===== config.mk =====
export PLATFORM = sky130hd
export DESIGN_NAME = alu_arbiter
export DESIGN_NICKNAME = d
export VERILOG_FILES = /design/src/rtl/alu_arbiter.sv
export SDC_FILE = /design/constraint.sdc
export NUM_CORES = 1
export LEC_CHECK = 0
export CAP_MARGIN = 5
export CORE_ASPECT_RATIO = 0.6
export CORE_MARGIN = 3
export CORE_UTILIZATION = 31
export CTS_BUF_LIST = sky130_fd_sc_hd__clkbuf_16
export CTS_CLUSTER_SIZE = 10
export DETAILED_ROUTE_END_ITERATION = 16
export PLACE_DENSITY = 0.61
export SLEW_MARGIN = 10
export SYNTH_ARGS = -nofsm -noshare
export SYNTH_HDL_FRONTEND = slang
export SYNTH_SLANG_ARGS = --single-unit

===== constraint.sdc =====
create_clock -name clk -period 2.65 [get_ports clk]
set_input_delay 0.53 -clock clk [delete_from_list [all_inputs] [get_ports clk]]
set_output_delay 0.53 -clock clk [all_outputs]
set_load 0.01 [all_outputs]

===== src/rtl/alu_arbiter.sv =====
// alu_arbiter: round-robin arbiter sharing one ALU between two requesters,
// with per-requester carry/borrow chains and a held response channel.
module alu_arbiter (
    input  logic       clk,
    input  logic       rst_n,
    input  logic       req0_valid,
    input  logic [3:0] req0_mode,
    input  logic [3:0] req0_a,
    input  logic [3:0] req0_b,
    output logic       req0_ready,
    input  logic       req1_valid,
    input  logic [3:0] req1_mode,
    input  logic [3:0] req1_a,
    input  logic [3:0] req1_b,
    output logic       req1_ready,
    output logic [3:0] alu_a,
    output logic [3:0] alu_b,
    output logic [3:0] alu_mode,
    output logic       alu_carry_f,
    output logic       alu_borrow_f,
    input  logic [3:0] alu_c,
    input  logic [3:0] alu_flags,
    output logic       rsp_valid,
    output logic       rsp_id,
    output logic [3:0] rsp_c,
    output logic [3:0] rsp_flags,
    input  logic       rsp_ready
);
    typedef enum logic [1:0] {IDLE, EXEC, RESP} state_t;
    state_t state, state_nx;
    logic last, op_id, g1, any;
    logic [3:0] op_mode, op_a, op_b;
    logic [1:0] carry, borrow;

    // last holds the id granted most recently; a tie goes to the other one
    assign g1 = req1_valid & (~req0_valid | ~last);
    assign any = req0_valid | req1_valid;

    always_comb begin
        state_nx = (state == IDLE) ? (any ? EXEC : IDLE) :
                   (state == EXEC) ? RESP : (rsp_ready ? IDLE : RESP);
        req0_ready = rst_n & (state == IDLE) & req0_valid & ~g1;
        req1_ready = rst_n & (state == IDLE) & g1;
        rsp_valid = state == RESP;
    end

    assign alu_a = op_a;
    assign alu_b = op_b;
    assign alu_mode = op_mode;
    assign alu_carry_f = carry[op_id];
    assign alu_borrow_f = borrow[op_id];

    always_ff @(posedge clk or negedge rst_n) begin
        if (!rst_n) begin
            state <= IDLE;
            last <= 1'b1;
            op_id <= 1'b0;
            op_mode <= '0;
            op_a <= '0;
            op_b <= '0;
            carry <= '0;
            borrow <= '0;
            rsp_id <= 1'b0;
            rsp_c <= '0;
            rsp_flags <= '0;
        end else begin
            state <= state_nx;
            if (state == IDLE && any) begin
                op_mode <= g1 ? req1_mode : req0_mode;
                op_a <= g1 ? req1_a : req0_a;
                op_b <= g1 ? req1_b : req0_b;
                op_id <= g1;
                last <= g1;
            end
            if (state == EXEC) begin
                rsp_c <= alu_c;
                rsp_flags <= alu_flags;
                rsp_id <= op_id;
                if (op_mode == 4'b0001) carry[op_id] <= alu_flags[0];
                if (op_mode == 4'b0011) borrow[op_id] <= alu_flags[1];
            end
        end
    end
endmodule

==> flow_summary.json <==
{
  "crit_fanout": 3,
  "status": "finished clean",
  "nets": 206,
  "r2r_start": "state[1]",
  "grt_setup_unrepaired": "false",
  "hold_path_class": "register to register",
  "place_hpwl_um": 2590,
  "core-area_um2": 3890,
  "top_usage_layer": "met2",
  "multi_input_area_um2": 572,
  "htreeDepth": 2,
  "cp.arrival_ns": 1.88,
  "grt_max_degree": 13,
  "die_w_um": 90.6,
  "synth.cell_area_um2": 1330,
  "synth_edf_count": 0,
  "skew_ns": 0.00769,
  "clk_path_buf_depth": 2,
  "syn_nets": 135,
  "netlist_instances": 98,
  "yosysUniqueCellTypes": 26,
  "grtUsageMet3_pct": 6.96,
  "grt_pass1_vias": 1100,
  "max_slew_margin_pct": 68.9,
  "synth_seq_cells": 29,
  "finalHoldViolations": 0,
  "place_area_um2": 2050,
  "cp_num_buf_inv": 2,
  "gp_congestion": 0.798,
  "met1_usage_pct": 18.4,
  "critical_path.max_stage_delay_ns": 0.50,
  "cp-end-kind": "primary output",
  "wl_per_cell_um": 15.1,
  "root_buffer": "clkbuf_16",
  "crit_start": "req1_valid",
  "min_to": "rsp_flags[1]",
  "wl_um": 3420,
  "drc": 0,
  "die_y_um": 56.7,
  "maxCapViolCount": 0,
  "synthFlopType": "dfrtp_1",
  "holdPathStages": 2,
  "synth_top_area_share_pct": 52.7,
  "drv_slew": 0,
  "cp_slowest_cell": "clkdlybuf4s50_1",
  "synth_most_common_cell": "mux2_2",
  "crit_required_ns": 2.12,
  "rrSetupSlack_ns": 0.79,
  "period_minus_slack_ns": 2.41,
  "min-delay-start": "rsp_flags[1]",
  "whs_ns": 0.490,
  "avgSynthCellArea_um2": 13.6,
  "grt-ovfl-total": 0,
  "worstPathCellList": "clkdlybuf4s50_1 -> a21bo_2 -> nor3_1 -> and2_1 -> dlygate4sd2_1",
  "hold_buffers": 0,
  "r2r_end": "carry[0]",
  "antenna_left": 0,
  "crit_family": "buffers and inverters",
  "grt_pass1_wl_um": 5660,
  "rr_worst_depth": 3,
  "core.rowCount": 17,
  "setup_viol": 0,
  "start_util_pct": 34.2,
  "fin_area_um2": 2190,
  "fmax_mhz": 415,
  "die_area_um2": 5140,
  "drive_gt1_share_pct": 28.8,
  "p_leak_uw": 0.000936,
  "cts_sinks": 29,
  "antenna_found_initial": 0,
  "firstDrtPassIters": 4,
  "io_buffers": 62,
  "grt_util_met2_pct": 21.4,
  "ys_seq_area_share_pct": 54.7,
  "crit_type": "input port to primary output",
  "cts_tree": "built",
  "critPathLaunchType": "input port",
  "tightest_slew_ns": 0.467,
  "io_pins": 63,
  "min_period_over_period_pct": 90.9,
  "powerDensity_nw_per_um2": 1110,
  "clkSlewWorstSetupHoldPaths_ns": 0.05,
  "diodes": 0,
  "fin_tns_setup_ns": 0,
  "cts_made_buffers": 5,
  "async_reset_ff_share_pct": 100,
  "yosys_warnings": 0,
  "fill_cells": 326,
  "syn2layout_area_growth_pct": 64.8,
  "synthTopCellsByArea": "dfrtp_1 53%, mux2_2 28%, dfstp_2 2.0%",
  "synth_top_area_cell": "dfrtp_1",
  "insertion_delay_ns": 0.28,
  "first_iter_violations": 41,
  "peakVddDrop_uv": 383,
  "grt_usage_pct": 14.6,
  "synth_commonest_cells": "33 x mux2_2, 28 x dfrtp_1, 4 x clkbuf_1, 4 x o21ai_0",
  "avgViaCountPerCell": 4.53,
  "final-seq-area_um2": 727,
  "vias": 1028
}
-- how the worst max path moves through the flow --
stage,to,cells after the start
2_1_floorplan,req1_ready,4
3_3_place_gp,req1_ready,5
3_5_place_dp,req1_ready,5
4_1_cts,req0_ready,5
5_1_grt,req1_ready,5
6_report,req1_ready,5
-- layout make-up --
| cell class | instances | area share (%) |
|---|---|---|
| clock buffer | 5 | 5.71 |
| clock inverter | 3 | 0.514 |
| inverter | 3 | 0.514 |
| multi-input combinational | 61 | 26.1 |
| sequential | 29 | 33.2 |
| tap | 57 | 3.25 |
| timing repair buffer | 69 | 30.8 |
-- per-layer routing --
layer | vias up | routed length, um
li1 | 491 | -
met1 | 485 | 1580
met2 | 47 | 1460
met3 | 5 | 330
met4 | 0 | 47
met5 | - | 0
-- stage by stage --
stage	utilization, %	total power [uW]	std cells	setup WS [ns]
floorplan	-	1340	98	0.757
global placement	52.8	1910	219	-0.0351
detailed placement	52.8	1940	219	-0.0365
CTS	56.3	2470	227	0.00391
global route	56.3	2590	227	0.0797
finish	56.3	2440	227	0.242
-- sequential cells by signal, indices dropped and copies added, names as in the netlist, 2 cells and up --
register / count
alu_a: 4
alu_b: 4
alu_mode: 4
rsp_c: 4
rsp_flags: 4
borrow: 2
carry: 2
state: 2
-- layout by cell type (no fill, tap or decap), drive strengths merged --
master,count
nand3,1
a21oi,2
dfrtp,28
dlymetal6s2s,1
or4b,1
a21bo,1
o31ai,2
buf,7
o21ai,5
clkbuf,5
mux2,35
and2,1
inv,5
nand2b,1
a21o,1
clkinv,1
a31oi,1
nor2,1
nor3,2
nor2b,1
and4,1
dfstp,1
nand2,3
nor4b,1
clkdlybuf4s50,60
nand3b,1
dlygate4sd2,1
-- cell families (layout without fill, tap and decap cells) --
group / after synthesis / in the layout / synth area share (%)
AOI/OAI and AO/OA: 12 / 12 / 5.55
buffers and inverters: 8 / 80 / 2.35
DFF: 29 / 29 / 54.7
muxes: 35 / 35 / 29.6
and+or+nand+nor: 14 / 14 / 7.81
-- power breakdown --
group	internal, uW	total [uW]	switching (uW)
Clock	336	524	188
Sequential	671	839	168
Combinational	681	1080	397
-- what timing repair did --
action,in CTS,in global routing
endpoints found under the setup margin,1,1
buffers inserted,0,0
pin swaps,0,0
resized for setup,1,1
-- worst min-delay path, stage by stage, from the launching register on --
cell	delay (ns)
dfrtp_1	0.33
nand2_1	0.05
o21ai_0	0.07
Note: power is estimated with default switching activity, not from simulation.
